`src/rtl/fifo_feed_ctrl.sv`:
```
// fifo_feed_ctrl: sequences a bank of DIM shift-register delay fifos that feed
// the systolic array edge. In IDLE, host writes are steered into one lane at a
// time and per-lane fill is tracked. Once every lane is full, start drains all
// lanes with diagonal skew (lane i begins i cycles late) and presents
// zero-padded, valid-tagged data to the array.
// Optional build macro: FEED_CTRL_ERR_EN adds a sticky 'err' output that flags
// dropped writes and dropped start requests.
module fifo_feed_ctrl #(
    parameter int DIM   = 8,
    parameter int DEPTH = 8,
    parameter int BITS  = 8
) (
    input  logic                    clk,
    input  logic                    rst_n,
    input  logic                    wr_valid,
    input  logic [$clog2(DIM)-1:0]  wr_lane,
    input  logic [BITS-1:0]         wr_data,
    output logic                    wr_ready,
    input  logic                    start,
    output logic                    busy,
    output logic                    done,
    output logic [DIM-1:0]          fifo_en,
    output logic [DIM*BITS-1:0]     fifo_d,
    input  logic [DIM*BITS-1:0]     fifo_q,
    output logic [DIM-1:0]          arr_valid,
    output logic [DIM*BITS-1:0]     arr_data
`ifdef FEED_CTRL_ERR_EN
    ,
    output logic                    err
`endif
);

    localparam int CW = $clog2(DEPTH + 1);
    localparam int TW = $clog2(DEPTH + DIM);
    localparam logic [CW-1:0] CNT_FULL = CW'(DEPTH);
    localparam logic [TW-1:0] T_LAST   = TW'(DEPTH + DIM - 2);

    typedef enum logic [1:0] {
        IDLE   = 2'd0,
        STREAM = 2'd1,
        DONE   = 2'd2
    } state_t;

    state_t          state;
    state_t          next_state;
    logic [TW-1:0]   t;
    logic [CW-1:0]   cnt [DIM];
    logic            all_full;
    int              t_int;

    // All-full is judged on registered counts, so a write landing in the same
    // cycle as start does not make that start valid.
    always_comb begin
        all_full = 1'b1;
        for (int i = 0; i < DIM; i++) begin
            if (cnt[i] != CNT_FULL) begin
                all_full = 1'b0;
            end
        end
    end

    // Next-state logic for the IDLE -> STREAM -> DONE -> IDLE sequence.
    always_comb begin
        next_state = state;
        case (state)
            IDLE:    if (start && all_full) next_state = STREAM;
            STREAM:  if (t == T_LAST)       next_state = DONE;
            DONE:    next_state = IDLE;
            default: next_state = IDLE;
        endcase
    end

    // State register; async reset aborts any stream without a done pulse.
    always_ff @(posedge clk or negedge rst_n) begin
        if (!rst_n) begin
            state <= IDLE;
        end else begin
            state <= next_state;
        end
    end

    // Stream counter and per-lane fill counts; counts clear once a stream ends.
    always_ff @(posedge clk or negedge rst_n) begin
        if (!rst_n) begin
            t <= '0;
            for (int i = 0; i < DIM; i++) begin
                cnt[i] <= '0;
            end
        end else begin
            case (state)
                IDLE: begin
                    t <= '0;
                    for (int i = 0; i < DIM; i++) begin
                        if (fifo_en[i]) begin
                            cnt[i] <= cnt[i] + CW'(1);
                        end
                    end
                end
                STREAM: begin
                    t <= t + TW'(1);
                end
                DONE: begin
                    t <= '0;
                    for (int i = 0; i < DIM; i++) begin
                        cnt[i] <= '0;
                    end
                end
                default: t <= '0;
            endcase
        end
    end

    // Output decode: host write steering in IDLE, skewed drain in STREAM,
    // done pulse in DONE. Lanes at or beyond DIM never match, so they are refused.
    always_comb begin
        wr_ready  = 1'b0;
        busy      = 1'b0;
        done      = 1'b0;
        fifo_en   = '0;
        fifo_d    = '0;
        arr_valid = '0;
        t_int     = 32'(t);
        case (state)
            IDLE: begin
                for (int i = 0; i < DIM; i++) begin
                    if (32'(wr_lane) == i) begin
                        wr_ready = (cnt[i] < CNT_FULL);
                        if (wr_valid && (cnt[i] < CNT_FULL)) begin
                            fifo_en[i]            = 1'b1;
                            fifo_d[i*BITS +: BITS] = wr_data;
                        end
                    end
                end
            end
            STREAM: begin
                busy = 1'b1;
                for (int i = 0; i < DIM; i++) begin
                    arr_valid[i] = (t_int >= i) && (t_int < i + DEPTH);
                end
                fifo_en = arr_valid;
            end
            DONE: begin
                done = 1'b1;
            end
            default: ;
        endcase
    end

    // Array edge sees the fifo output only on lanes currently valid, else zero.
    always_comb begin
        arr_data = '0;
        for (int i = 0; i < DIM; i++) begin
            if (arr_valid[i]) begin
                arr_data[i*BITS +: BITS] = fifo_q[i*BITS +: BITS];
            end
        end
    end

`ifdef FEED_CTRL_ERR_EN
    logic bad_req;

    // A request is dropped when a write is refused, start comes before the bank
    // is full, or start arrives mid-stream.
    always_comb begin
        bad_req = 1'b0;
        if (state == IDLE) begin
            bad_req = (wr_valid && !wr_ready) || (start && !all_full);
        end else if (state == STREAM) begin
            bad_req = start;
        end
    end

    // Sticky error flag, cleared only by reset.
    always_ff @(posedge clk or negedge rst_n) begin
        if (!rst_n) begin
            err <= 1'b0;
        end else if (bad_req) begin
            err <= 1'b1;
        end
    end
`endif

endmodule

```
`config.mk`:
```
export PLATFORM = sky130hd
export DESIGN_NAME = fifo_feed_ctrl
export DESIGN_NICKNAME = d
export VERILOG_FILES = /design/src/rtl/fifo_feed_ctrl.sv
export SDC_FILE = /design/constraint.sdc
export NUM_CORES = 1
export LEC_CHECK = 0
export BUFFER_PORTS_ARGS = -buffer_cell sky130_fd_sc_hd__buf_2
export CAP_MARGIN = 20
export CELL_PAD_IN_SITES_DETAIL_PLACEMENT = 0
export CELL_PAD_IN_SITES_GLOBAL_PLACEMENT = 1
export CORE_AREA = 2 2 105 107
export CTS_CLUSTER_SIZE = 24
export DETAILED_ROUTE_END_ITERATION = 10
export DIE_AREA = 0 0 107 109
export MAX_ROUTING_LAYER = met4
export PLACE_DENSITY_LB_ADDON = 0.25
export SYNTH_ARGS = -nofsm -noshare
export SYNTH_HDL_FRONTEND = slang
export SYNTH_SLANG_ARGS = --single-unit
```
`constraint.sdc`:
```
create_clock -name clk -period 4.8 [get_ports clk]
set_input_delay 0.48 -clock clk [delete_from_list [all_inputs] [get_ports clk]]
set_output_delay 0.48 -clock clk [all_outputs]
set_load 0.01 [all_outputs]
```
# Word-level counts from Yosys, hierarchy flattened
# Cells that the tools add are included.
dict set report totals {
  ff_bits 38
  in_bits 79
  output_inout_bits 147
}
dict set report classes {
  n_addsub 9
  n_lt_le_gt_ge 23
  n_eq_ne 28
  mux 75
  n_reduce_logical 28
}
# op n
set op_table {}
lappend op_table {{$mux 8} 25}
lappend op_table {{$lt 4x4->1 const B} 16}
lappend op_table {{$mux 64} 1}
lappend op_table {{$pmux 32 s2} 1}
lappend op_table {{$add 4x1->4 const B} 9}
lappend op_table {{$mux 4} 9}
lappend op_table {{$mux 1} 35}
lappend op_table {{$ne 4x4->1 const B} 8}
lappend op_table {{$ne 2x2->1 const B} 10}
lappend op_table {{$reduce_and 2->1} 9}
lappend op_table {{$ge 4x3->1 const B} 4}
lappend op_table {{$logic_and 1x1->1} 16}
lappend op_table {{$pmux 8 s2} 1}
lappend op_table {{$eq 3x3->1 const B} 4}
lappend op_table {{$ge 4x2->1 const B} 2}
lappend op_table {{$eq 3x2->1 const B} 2}
lappend op_table {{$eq 4x4->1 const B} 1}
lappend op_table {{$ge 4x1->1 const B} 1}
lappend op_table {{$mux 2} 2}
lappend op_table {{$pmux 2 s2} 1}
lappend op_table {{$eq 3x1->1 const B} 1}
lappend op_table {{$logic_not 3->1} 1}
lappend op_table {{$eq 2x1->1 const B} 1}
lappend op_table {{$eq 2x2->1 const B} 1}
lappend op_table {{2 further kinds} 2}

# Logic depth before layout (Yosys ltp)
# Gate-level depths: netlist of run 1.
dict set report logic_depth {
  word_depth 12
  ltp_mapped 6
}

# Worst setup path before layout of run 1
# Ideal clock, no wire load.
dict set report synth_path {
  path_kind {input port to output port}
  start {input wr_lane[2]}
  end {output wr_ready}
  arrival_ps 2067
  setup_slack_ps 2253
  stages 4
  n_path_buf 1
  path_cell_list {clkbuf_1 -> mux4_2 -> and2b_1 -> a2111oi_0}
}
dict set report synth_between {
  elab_chain_len 10
  word_cells_on_any_way 17
  cone_classes {7 x eq/ne; 9 x mux; 1 x reduce/logical}
}
# item line_no
set synth_rtl {}
lappend synth_rtl {{from (decl)} 16} ;# input logic [$clog2(DIM)-1:0] wr_lane,
lappend synth_rtl {{$logic_not 3->1} 126} ;# if (32'(wr_lane) == i) begin
lappend synth_rtl {{$mux 1 (7 in series)} 126}
lappend synth_rtl {{$mux 1 *} 126}
lappend synth_rtl {{$mux 1 *} 123} ;# case (state)
lappend synth_rtl {{to (decl)} 18} ;# output logic wr_ready,
# Every way passes the cells marked *; elsewhere a longest branch is shown, timed or not.

# Final worst setup path of run 1
dict set report layout_path {
  start {register t[3]}
  end {output arr_data[28]}
}
dict set report layout_between {
  elab_chain_len 4
  word_cells_on_any_way 5
  cone_classes {2 x order compare; 2 x mux; 1 x reduce/logical}
}
# item line_no
set layout_rtl {}
lappend layout_rtl {{from (decl)} 46} ;# logic [TW-1:0] t;
lappend layout_rtl {{from (signal assigned)} 100} ;# t <= t + TW'(1);
lappend layout_rtl {{$ge 4x2->1 or $lt 4x4->1 (tied branches)} 138} ;# arr_valid[i] = (t_int >= i) && (t_int < i + DEPTH);
lappend layout_rtl {{$logic_and 1x1->1 *} 138}
lappend layout_rtl {{$mux 8 *} 123}
lappend layout_rtl {{$mux 8 *} 153} ;# if (arr_valid[i]) begin
lappend layout_rtl {{to (decl)} 26} ;# output logic [DIM*BITS-1:0] arr_data
# Marked as above.

==> summary.md, run 1 <==
| Metric | Value |
|---|---|
| Core Region | 10600 µm² |
| Cell-internal power | 767 µW |
| Routed wl met2 | 5.23 mm |
| Slew margin rel. | 31.9% |
| Grt ovf | 0 |
| Skew-Pair Late Insertion Delay | 0.30 ns |
| Worst path bufs/invs | 2 |
| M1 wire length | 4.37 mm |
| Synth cell count leaders | and2_1 (106), dfrtp_1 (38), nor2_1 (27) |
| Top cell type by total area after synthesis | dfrtp_1 |
| Reg clk slew, reported paths | 0.08 ns |
| Post-Route WL | 10.4 mm |
| P per Cell Area | 267 nW/µm² |
| Synth area leaders | dfrtp_1 (30%), and2_1 (21%), ha_1 (9.4%), and3_1 (4.5%), xnor2_1 (3.3%) |
| Antenna viol nets, final | 0 |
| Synthesized cell area | 3190 µm² |
| Yosys top cell area share | 29.8% |
| Fin area | 4570 µm² |
| Hold Worst Slack | 0.294 ns |
| Port Buffers | 225 |
| GRT Total Usage | 17.5% |
| Cts bufs inserted | 5 |
| Seq pwr share | 48.7% |
| Pins Over Slew Limit | 0 |
| Gpl congestion | 0.792 |
| Final setup vio count | 0 |
| Shortest period the worst path allows | 3.06 ns |
| Syn Inst Count | 373 |
| Initial Util | 30.1% |
| Main synth FF type | dfrtp_1 |
| FF+latch count, synth | 38 |
| Crit path max fanout | 13 |
| Clock sinks | 38 |
| P_sw | 455 µW |
| Synth Warn # | 0 |
| Clock Power Share | 17.4% |
| Highest routed metal layer | met4 |
| Nets@finish | 700 |
| Synth async-reset ratio | 100% |
| Root Driver | clkbuf_8 |
| Worst slew pin tran | 1.02 ns |
| Worst clock skew | 0.00702 ns |
| Die footprint | 11700 µm² |
| CTS-repair resized insts | 0 |
| Critical path's slowest cell | a2111oi_2 |
| Fin. Hold Viols | 0 |
| Placed Area | 4480 µm² |
| Top-Level Pins | 226 |
| Max Fclk | 327 MHz |
| Max rail drop VDD | 0.000117 V |
| Drt wl/cell | 14.1 µm |
| Share of post-route cells with drive strength above 1 | 44.2% |
| Worst hold path type | in -> async |
| Die W | 107 µm |
| Wire length on met3 | 719 µm |
| Family with the most delay on the worst path | compound AO/OA/AOI/OAI gates |
| Routed vias/inst | 4.65 |
| Most frequent cell after synthesis | and2_1 |
| Num rows | 38 |
| Syn nets | 476 |
| Post-CTS setup buffer count | 0 |
| Fin crit share | 63.8% |
| Syn avg cell area | 8.54 µm² |
| Net Sw Frac | 37.2% |
| # diodes | 0 |
| Post-DP HPWL | 8.12 mm |
| Vias in the first global route | 3114 |
| Fin Setup TNS | 0 ns |
| Gate power share | 33.9% |
| Drt first-iter violations | 82 |
| Max cap viols | 0 |
| # hold bufs at CTS | 0 |
| Longest Clk Path Bufs | 2 |
| Die Y | 109 µm |
| Synthesis-to-finish area growth | 43.4% |
| WP data arrival | 2.58 ns |
| Leakage | 2.73 nW |
| Crit Path Class | reg -> out |
| H-Tree Depth | 2 |
| Slowest stage delay, CP | 0.75 ns |
| Yosys cell types | 47 |
| CP endpoint kind | output pin |
| DRC viols | 0 |
| Worst Setup Start Kind | register |
| Drt pass-1 iters | 4 |
| WP data required | 4.32 ns |
| Largest net degree at the start of global routing | 39 |
| DR vias | 3424 |
| Outcome | completed |
| CP cell instances | inv_1 > ha_1 > a21boi_0 > a2111oi_2 > and2_1 > buf_2 |
| Seq/Total Area, Yosys | 29.8% |
| RSZ-0062 raised after global routing | false |
| Post-synth EDFFs | 0 |
| Antenna violations before repair | 0 |
| TritonCTS clock tree | done |
| First-pass GRT wire length | 15.7 mm |
worst reg2reg max path: stages (launching register included):
cell     delay, ns
dfrtp_1       0.46
or4b_4        0.59
nor3_2        0.79
a21oi_1       0.16
a31o_2        0.25
through the flow:
stage	total power [mW]	instances	utilization (%)	worst slack, ns
floorplan	0.855	373	-	2.25
global placement	1.01	729	42.3	2.00
detailed placement	1.02	729	42.3	1.97
CTS	1.24	736	43.0	1.68
global route	1.35	737	43.1	1.49
finish	1.22	737	43.1	1.74
worst paths after layout:
kind / startpoint / to / slack, ns / cells past startpoint
min in group clk: cnt[18]$_DFFE_PN0P_ / cnt[18]$_DFFE_PN0P_ / 0.51 / 1
max: t[3]$_DFF_PN0_ / arr_data[28] / 1.74 / 6
max reg2reg: state[1]$_DFFE_PN0P_ / cnt[26]$_DFFE_PN0P_ / 2.45 / 4
max in group asynchronous: rst_n / cnt[10]$_DFFE_PN0P_ / 3.93 / 1
min: rst_n / cnt[20]$_DFFE_PN0P_ / 0.29 / 1
min reg2reg: cnt[18]$_DFFE_PN0P_ / cnt[18]$_DFFE_PN0P_ / 0.51 / 1
cells by family after synthesis:
group | count (synthesis) | synth area share (%)
compound gates | 28 | 7.46
xor+xnor | 14 | 3.85
fa+ha+maj | 24 | 9.42
buf+inv | 39 | 4.67
flops | 38 | 29.8
mux | 6 | 2.71
simple gates | 224 | 42.1
power groups by stage:
stage / Sequential [mW] / Clock (mW) / Combinational, mW
2_1_floorplan: 0.558 / 0 / 0.297
3_3_place_gp: 0.598 / 0 / 0.408
3_5_place_dp: 0.600 / 0 / 0.417
4_1_cts: 0.595 / 0.219 / 0.422
5_1_grt: 0.620 / 0.236 / 0.490
6_report: 0.595 / 0.212 / 0.414
cell type report:
class | count | area (µm²)
repair buffers | 233 | 1190
clock inverters | 2 | 10.0
inverters | 23 | 86.3
clock buffers | 5 | 68.8
fillers | 1061 | 6030
well taps | 140 | 175
flip-flops and latches | 38 | 951
multi-input cells | 296 | 2090
metal layers:
layer / vias to the layer above / track usage (%)
met5: - / -
met2: 164 / 31.5
li1: 1694 / -
met4: 0 / 3.15
met1: 1561 / 21.1
met3: 5 / 2.45
state kept, by name (all words and copies together), names as in the netlist:
| name | flops |
|---|---|
| cnt | 32 |
| t | 4 |
| state | 2 |
placed cells by master (no fill, tap or decap), types with 7 or more instances in the layout:
| master | Yosys | layout |
|---|---|---|
| or2_2 | 8 | 8 |
| a41oi_1 | 7 | 7 |
| and2_1 | 106 | 106 |
| inv_1 | 23 | 23 |
| buf_4 | 0 | 8 |
| and3_1 | 23 | 23 |
| nor3_1 | 8 | 8 |
| nand2_1 | 16 | 16 |
| ha_1 | 24 | 24 |
| o31ai_1 | 8 | 8 |
| buf_2 | 1 | 225 |
| xnor2_1 | 12 | 12 |
| nor2_1 | 27 | 27 |
| dfrtp_1 | 38 | 38 |
(Power assumes the default switching activity.)
==> inputs of run 2 (changes only) <==
Settings changed: ABC_AREA set to 1, CORE_AREA 2 2 105 107 to 2 2 119 121, DIE_AREA 0 0 107 109 to 0 0 121 123.
Clock period 4.8 ns to 2.8 ns, I/O delays scaled along.
==> summary.md, run 2 <==
| Metric | Value |
|---|---|
| First-pass GRT wire length | 17.2 mm (+9.8%) |
| Worst setup margin | 0.348 ns (-1.39 ns) |
| Met3 Track Usage GR | 2.68% (+0.22 points) |
| CP endpoint kind | output pin |
| Family with the most delay on the worst path | simple AND/OR/NAND/NOR gates |
| Share of post-route cells with drive strength above 1 | 34.7% (-9.5 points) |
| Root Driver | clkbuf_16 |
| Drt pass-1 iters | 4 (unchanged) |
| DP Cell Count | 913 (+25%) |
| Commonest non-fill, non-tap cell in the layout | buf_2 |
| Synthesis-to-finish area growth | 45.6% |
| Die footprint | 14900 µm² (+28%) |
| H-Tree Depth | 2 (unchanged) |
| Initial Util | 23.6% (-6.5 points) |
| Top-Level Pins | 226 (unchanged) |
| Fin. Hold Viols | 0 (unchanged) |
| Crit Path Class | reg -> out |
| Max cap viols | 0 (unchanged) |
| Drt first-iter violations | 191 (+130%) |
| Port Buffers | 225 (unchanged) |
| TritonCTS clock tree | done |
| Num rows | 43 (+13%) |
| Pins Over Slew Limit | 0 (unchanged) |
| Syn nets | 616 (+29%) |
| Core Region | 13600 µm² (+28%) |
| WP data required | 2.52 ns (-1.80 ns) |
| Yosys cell types | 28 (-40%) |
| CP cell instances | nor2_1 > nand2_2 > inv_4 > nand3_1 > nor2_1 > buf_2 |
| Main synth FF type | dfrtp_1 |
| Shortest period the worst path allows | 2.45 ns |
| Met2 Track Usage GR | 26.8% (-4.7 points) |
| Largest net degree at the start of global routing | 39 (unchanged) |
| Top cell type by total area after synthesis | dfrtp_1 |
| Max Fclk | 408 MHz |
| DRC viols | 0 (unchanged) |
| Crit path max fanout | 11 (-2) |
| Syn Inst Count | 513 (+38%) |
| Nets@finish | 843 (+20%) |
| Post-synth EDFFs | 0 (unchanged) |
| Grt ovf | 0 (unchanged) |
| P per Cell Area | 396 nW/µm² (+48%) |
| Slew margin rel. | 41.7% (+9.9 points) |
| Synthesized cell area | 3210 µm² (+0.71%) |
| Most used cell, CP | nor2_1 |
| Reg clk slew, reported paths | 0.06 ns (-0.02 ns) |
| Final setup vio count | 0 (unchanged) |
| # hold bufs at CTS | 0 (unchanged) |
| Synth area leaders | dfrtp_1 (30%), nor2_1 (18%), inv_1 (15%), ha_1 (9.4%), nand2_1 (5.6%) |
| Routed vias/inst | 4.18 (-10%) |
| CTS-repair resized insts | 0 (unchanged) |
| Vias in the first global route | 3336 (+7.1%) |
| Syn avg cell area | 6.26 µm² (-27%) |
| Max rail drop VDD | 0.000252 V (+120%) |
| Longest Clk Path Bufs | 2 (unchanged) |
| Outcome | completed |
| FF+latch count, synth | 38 (unchanged) |
| Synth cell count leaders | nor2_1 (158), inv_1 (125), nand2_1 (48) |
| Leakage | 3.18 nW (+17%) |
| Worst clock skew | 0.00679 ns (-0.000231 ns) |
| Synth async-reset ratio | 100% (unchanged) |
| Seq/Total Area, Yosys | 29.6% (-0.21 points) |
| Largest register FFs | 32 (unchanged) |
| Worst hold path type | in -> async |
| Most frequent cell after synthesis | nor2_1 |
| Cts bufs inserted | 5 (unchanged) |
| Gr busiest metal | met2 |
| Worst slew pin tran | 0.873 ns (-0.143 ns) |
| Die Y | 123 µm (+13%) |
| Gpl congestion | 0.778 (-1.8%) |
| Critical path's slowest cell | nand3_1 |
| Post-DP HPWL | 9.65 mm (+19%) |
| Worst Setup Start Kind | register |
| Fin Setup TNS | 0 ns (unchanged) |
| Synth Warn # | 0 (unchanged) |
| Die W | 121 µm (+13%) |
| GRT Total Usage | 15.2% (-2.3 points) |
| Clock sinks | 38 (unchanged) |
| Worst path bufs/invs | 2 (unchanged) |
| # diodes | 0 (unchanged) |
| WP data arrival | 2.17 ns (-0.41 ns) |
| Drt wl/cell | 13.0 µm (-8.1%) |
| Met1 Use GR | 18.2% (-2.9 points) |
| Most frequent cells in the layout | buf_2 (225), nor2_1 (158), inv_1 (125) |
| Post-CTS setup buffer count | 0 (unchanged) |
| Most flops, register | cnt |
| DR vias | 3847 (+12%) |
| Pre-CTS setup slack | 0.677 ns (-1.29 ns) |
| Slowest stage delay, CP | 0.52 ns (-0.23 ns) |
| Regs by FF count | cnt: 32 flops, t: 4 flops, state: 2 flops |
| Post-Layout Cell Count | 921 (+25%) |
| RSZ-0062 raised after global routing | false |
| Yosys top cell area share | 29.6% (-0.21 points) |
| Post-Route WL | 11.9 mm (+15%) |
| Skew-Pair Late Insertion Delay | 0.28 ns (-0.02 ns) |
| Antenna viol nets, final | 0 (unchanged) |
| Fin crit share | 87.6% |
| Antenna violations before repair | 0 (unchanged) |
run 2: cell count changes after synthesis, sizes merged, moves of 21 or more:
cell	before	now
and2	107	0
nor2	27	162
and3	24	0
o21ai	1	22
inv	23	132
nand2	16	52
nand3	3	33
run 2: final cells by class:
| cell class | count | area [µm²] |
|---|---|---|
| Fill cell | 1497 | 8940 |
| Sequential cell | 38 | 951 |
| Multi-Input combinational cell | 337 | 1720 |
| Tap cell | 180 | 225 |
| Inverter | 132 | 498 |
| Timing Repair Buffer | 226 | 1130 |
| Clock buffer | 5 | 125 |
| Clock inverter | 3 | 21.3 |
run 2: path summary, 6_finish.rpt:
check | startpoint | endpoint | slack, ns | depth (start not counted)
hold / removal | rst_n | cnt[28]$_DFFE_PN0P_ | 0.11 | 1
setup reg to reg | state[1]$_DFFE_PN0P_ | cnt[14]$_DFFE_PN0P_ | 0.71 | 8
min in group clk | start | state[0]$_DFFE_PN0P_ | 0.41 | 5
setup / recovery | state[1]$_DFFE_PN0P_ | fifo_d[38] | 0.35 | 6
max in group asynchronous | rst_n | cnt[11]$_DFFE_PN0P_ | 2.15 | 1
hold reg to reg | cnt[12]$_DFFE_PN0P_ | cnt[12]$_DFFE_PN0P_ | 0.53 | 1
run 2: kinds of logic after synthesis:
kind of cell	Yosys count	synth area share (%)
and+or+nand+nor	266	35.9
adders and majority gates	24	9.36
xor gates and xnor gates	3	0.819
buffers and inverters	138	16.8
AOI/OAI and AO/OA	44	7.45
DFF	38	29.6
run 2: report_power, final:
part           internal, mW  switching, mW
clock                 0.329          0.226
combinational         0.208          0.303
sequential            0.681          0.104
total                  1.22          0.632
run 2: metrics by stage:
stage / power (mW) / cell area (µm²) / hold slack [ns] / utilization (%)
finish: 1.85 / 4670 / 0.106 / 34.3
CTS: 1.87 / 4670 / 0.143 / 34.3
floorplan: 1.11 / 3210 / -0.0156 / -
detailed placement: 1.30 / 4530 / 0.444 / 33.3
global route: 1.99 / 4670 / 0.183 / 34.3
global placement: 1.29 / 4530 / 0.450 / 33.3
run 2: worst register-to-register path: stages, from the launching register on:
cell     delay (ns)
dfrtp_1        0.42
nor2_1         0.23
nand2_2        0.14
inv_4          0.13
nand3_1        0.52
inv_1          0.31
nand3_1        0.09
nand2_1        0.07
nor2_1         0.05
run 2: layer usage:
layer	wire length [µm]	part of all wire (%)
met4	99	0.83
met5	0	0
met3	769	6.4
met2	6000	50
met1	5070	42
==> inputs of run 3 (changes only) <==
Settings changed: CTS_BUF_LIST set to sky130_fd_sc_hd__clkbuf_8.
==> summary.md, run 3 (synthesis gave the netlist of run 2 again) <==
| Metric | Value |
|---|---|
| Skew-Pair Late Insertion Delay | 0.29 ns (about the same) |
| Max rail drop VDD | 0.000266 V (+5.7%) |
| Largest register FFs | 32 (unchanged) |
| Die W | 121 µm (unchanged) |
| Vias in the first global route | 3328 (-0.24%) |
| First-pass GRT wire length | 17.2 mm (about the same) |
| Synthesis-to-finish area growth | 43.9% |
| CP endpoint kind | output pin |
| Post-CTS setup buffer count | 0 (unchanged) |
| Max cap viols | 0 (unchanged) |
| GRT Total Usage | 15.1% (-0.020 points) |
| Antenna violations before repair | 0 (unchanged) |
| Drt pass-1 iters | 4 (unchanged) |
| Worst r2r src | state[1]$_DFFE_PN0P_ |
| Num rows | 43 (unchanged) |
| Crit path from | state[1]$_DFFE_PN0P_ |
| Cts bufs inserted | 5 (unchanged) |
| Post-Route WL | 12.0 mm (+0.30%) |
| Top-Level Pins | 226 (unchanged) |
| Post-DP HPWL | 9.65 mm (unchanged) |
| DP Cell Count | 913 (unchanged) |
| Worst clock skew | 0.00777 ns (+0.000980 ns) |
| Largest net degree at the start of global routing | 39 (unchanged) |
| Longest Clk Path Bufs | 2 (unchanged) |
| WP data required | 2.52 ns (about the same) |
| Most flops, register | cnt |
| Gpl congestion | 0.778 (unchanged) |
| Post-Layout Cell Count | 921 (unchanged) |
| Final setup vio count | 0 (unchanged) |
| Outcome | completed |
| Grt ovf | 0 (unchanged) |
| Worst Setup Start Kind | register |
| Clock sinks | 38 (unchanged) |
| Die footprint | 14900 µm² (unchanged) |
| RSZ-0062 raised after global routing | false |
| Core Region | 13600 µm² (unchanged) |
| Slew margin rel. | 42.5% (+0.78 points) |
| # diodes | 0 (unchanged) |
| # hold bufs at CTS | 0 (unchanged) |
| Fin. Hold Viols | 0 (unchanged) |
| Pins Over Slew Limit | 0 (unchanged) |
| Nets@finish | 843 (unchanged) |
| Root Driver | clkbuf_8 |
| Max Fclk | 396 MHz (-2.9%) |
| WP data arrival | 2.24 ns (+0.07 ns) |
| Crit path max fanout | 11 (unchanged) |
| DR vias | 3845 (-0.052%) |
| Regs by FF count | cnt: 32 flops, t: 4 flops, state: 2 flops |
| Fin crit share | 90.2% (+2.6 points) |
| Die Y | 123 µm (unchanged) |
| H-Tree Depth | 2 (unchanged) |
| CTS-repair resized insts | 0 (unchanged) |
| Worst slew pin tran | 0.862 ns (-0.0117 ns) |
| Routed vias/inst | 4.17 (about the same) |
| Worst hold path type | in -> async |
| Fillers | 1506 (+0.60%) |
| Fin Setup TNS | 0 ns (unchanged) |
| Port Buffers | 225 (unchanged) |
| Most frequent cells in the layout | buf_2 (225), nor2_1 (158), inv_1 (125) |
| Crit Path Class | reg -> out |
| Commonest non-fill, non-tap cell in the layout | buf_2 |
| Share of post-route cells with drive strength above 1 | 34.7% (unchanged) |
| Reg clk slew, reported paths | 0.08 ns (+0.02 ns) |
| P per Cell Area | 363 nW/µm² (-8.5%) |
| TritonCTS clock tree | done |
| Drt wl/cell | 13.0 µm (+0.30%) |
| Initial Util | 23.6% (unchanged) |
| Leakage | 3.15 nW (-0.81%) |
| Shortest period the worst path allows | 2.52 ns (+0.0732 ns) |
| Drt first-iter violations | 174 (-8.9%) |
| Antenna viol nets, final | 0 (unchanged) |
| DRC viols | 0 (unchanged) |
## run 3: cell counts in the layout (fill, tap and decap cells not counted)
Identical to the previous run, type by type.
## run 3: area by class of cell
type	count	area [µm²]	area share, %
multi-input combinational	337	1720	37.2
timing repair buffer	226	1130	24.6
sequential	38	951	20.6
inverter	132	498	10.8
tap	180	225	4.88
clock buffer	5	68.8	1.49
clock inverter	3	21.3	0.461
## run 3: per-stage QoR
step                      worst slack [ns]  power (mW)  util [%]  area (µm²)  hold WS (ns)
after global routing                0.0989        1.82      33.9        4620         0.156
final                                0.275        1.67      33.9        4620        0.0905
after detailed placement             0.677        1.30      33.3        4530         0.444
after floorplan                       1.14        1.11         -        3210       -0.0156
after CTS                            0.345        1.70      33.9        4620         0.122
after global placement               0.743        1.29      33.3        4530         0.450
## run 3: routing by layer
| layer | global-route usage, % | vias up | wire length [µm] |
|---|---|---|---|
| met4 | 2.69 | 0 | 98 |
| met2 | 26.8 | 120 | 6000 |
| li1 | - | 1992 | - |
| met5 | - | - | 0 |
| met3 | 2.68 | 9 | 778 |
| met1 | 18.3 | 1724 | 5100 |
## run 3: final timing paths
kind / endpoint / cells after the start / slack (ns)
max: fifo_d[38] / 6 / 0.28
min: cnt[28]$_DFFE_PN0P_ / 1 / 0.09
max reg2reg: cnt[14]$_DFFE_PN0P_ / 8 / 0.68
min reg2reg: cnt[12]$_DFFE_PN0P_ / 1 / 0.54
max in group asynchronous: cnt[11]$_DFFE_PN0P_ / 1 / 2.17
min in group clk: state[0]$_DFFE_PN0P_ / 5 / 0.39
## run 3: worst max-delay path, cell delays in order (launching register included)
cell and delay, ns:
dfrtp_1 0.43, nor2_1 0.23, nand2_2 0.14, inv_4 0.13
nand3_1 0.55, nor2_1 0.30, buf_2 0.17
## run 3: power by group
| group | internal (mW) | switching [mW] |
|---|---|---|
| clock network | 0.175 | 0.206 |
| logic | 0.208 | 0.302 |
| registers | 0.680 | 0.104 |
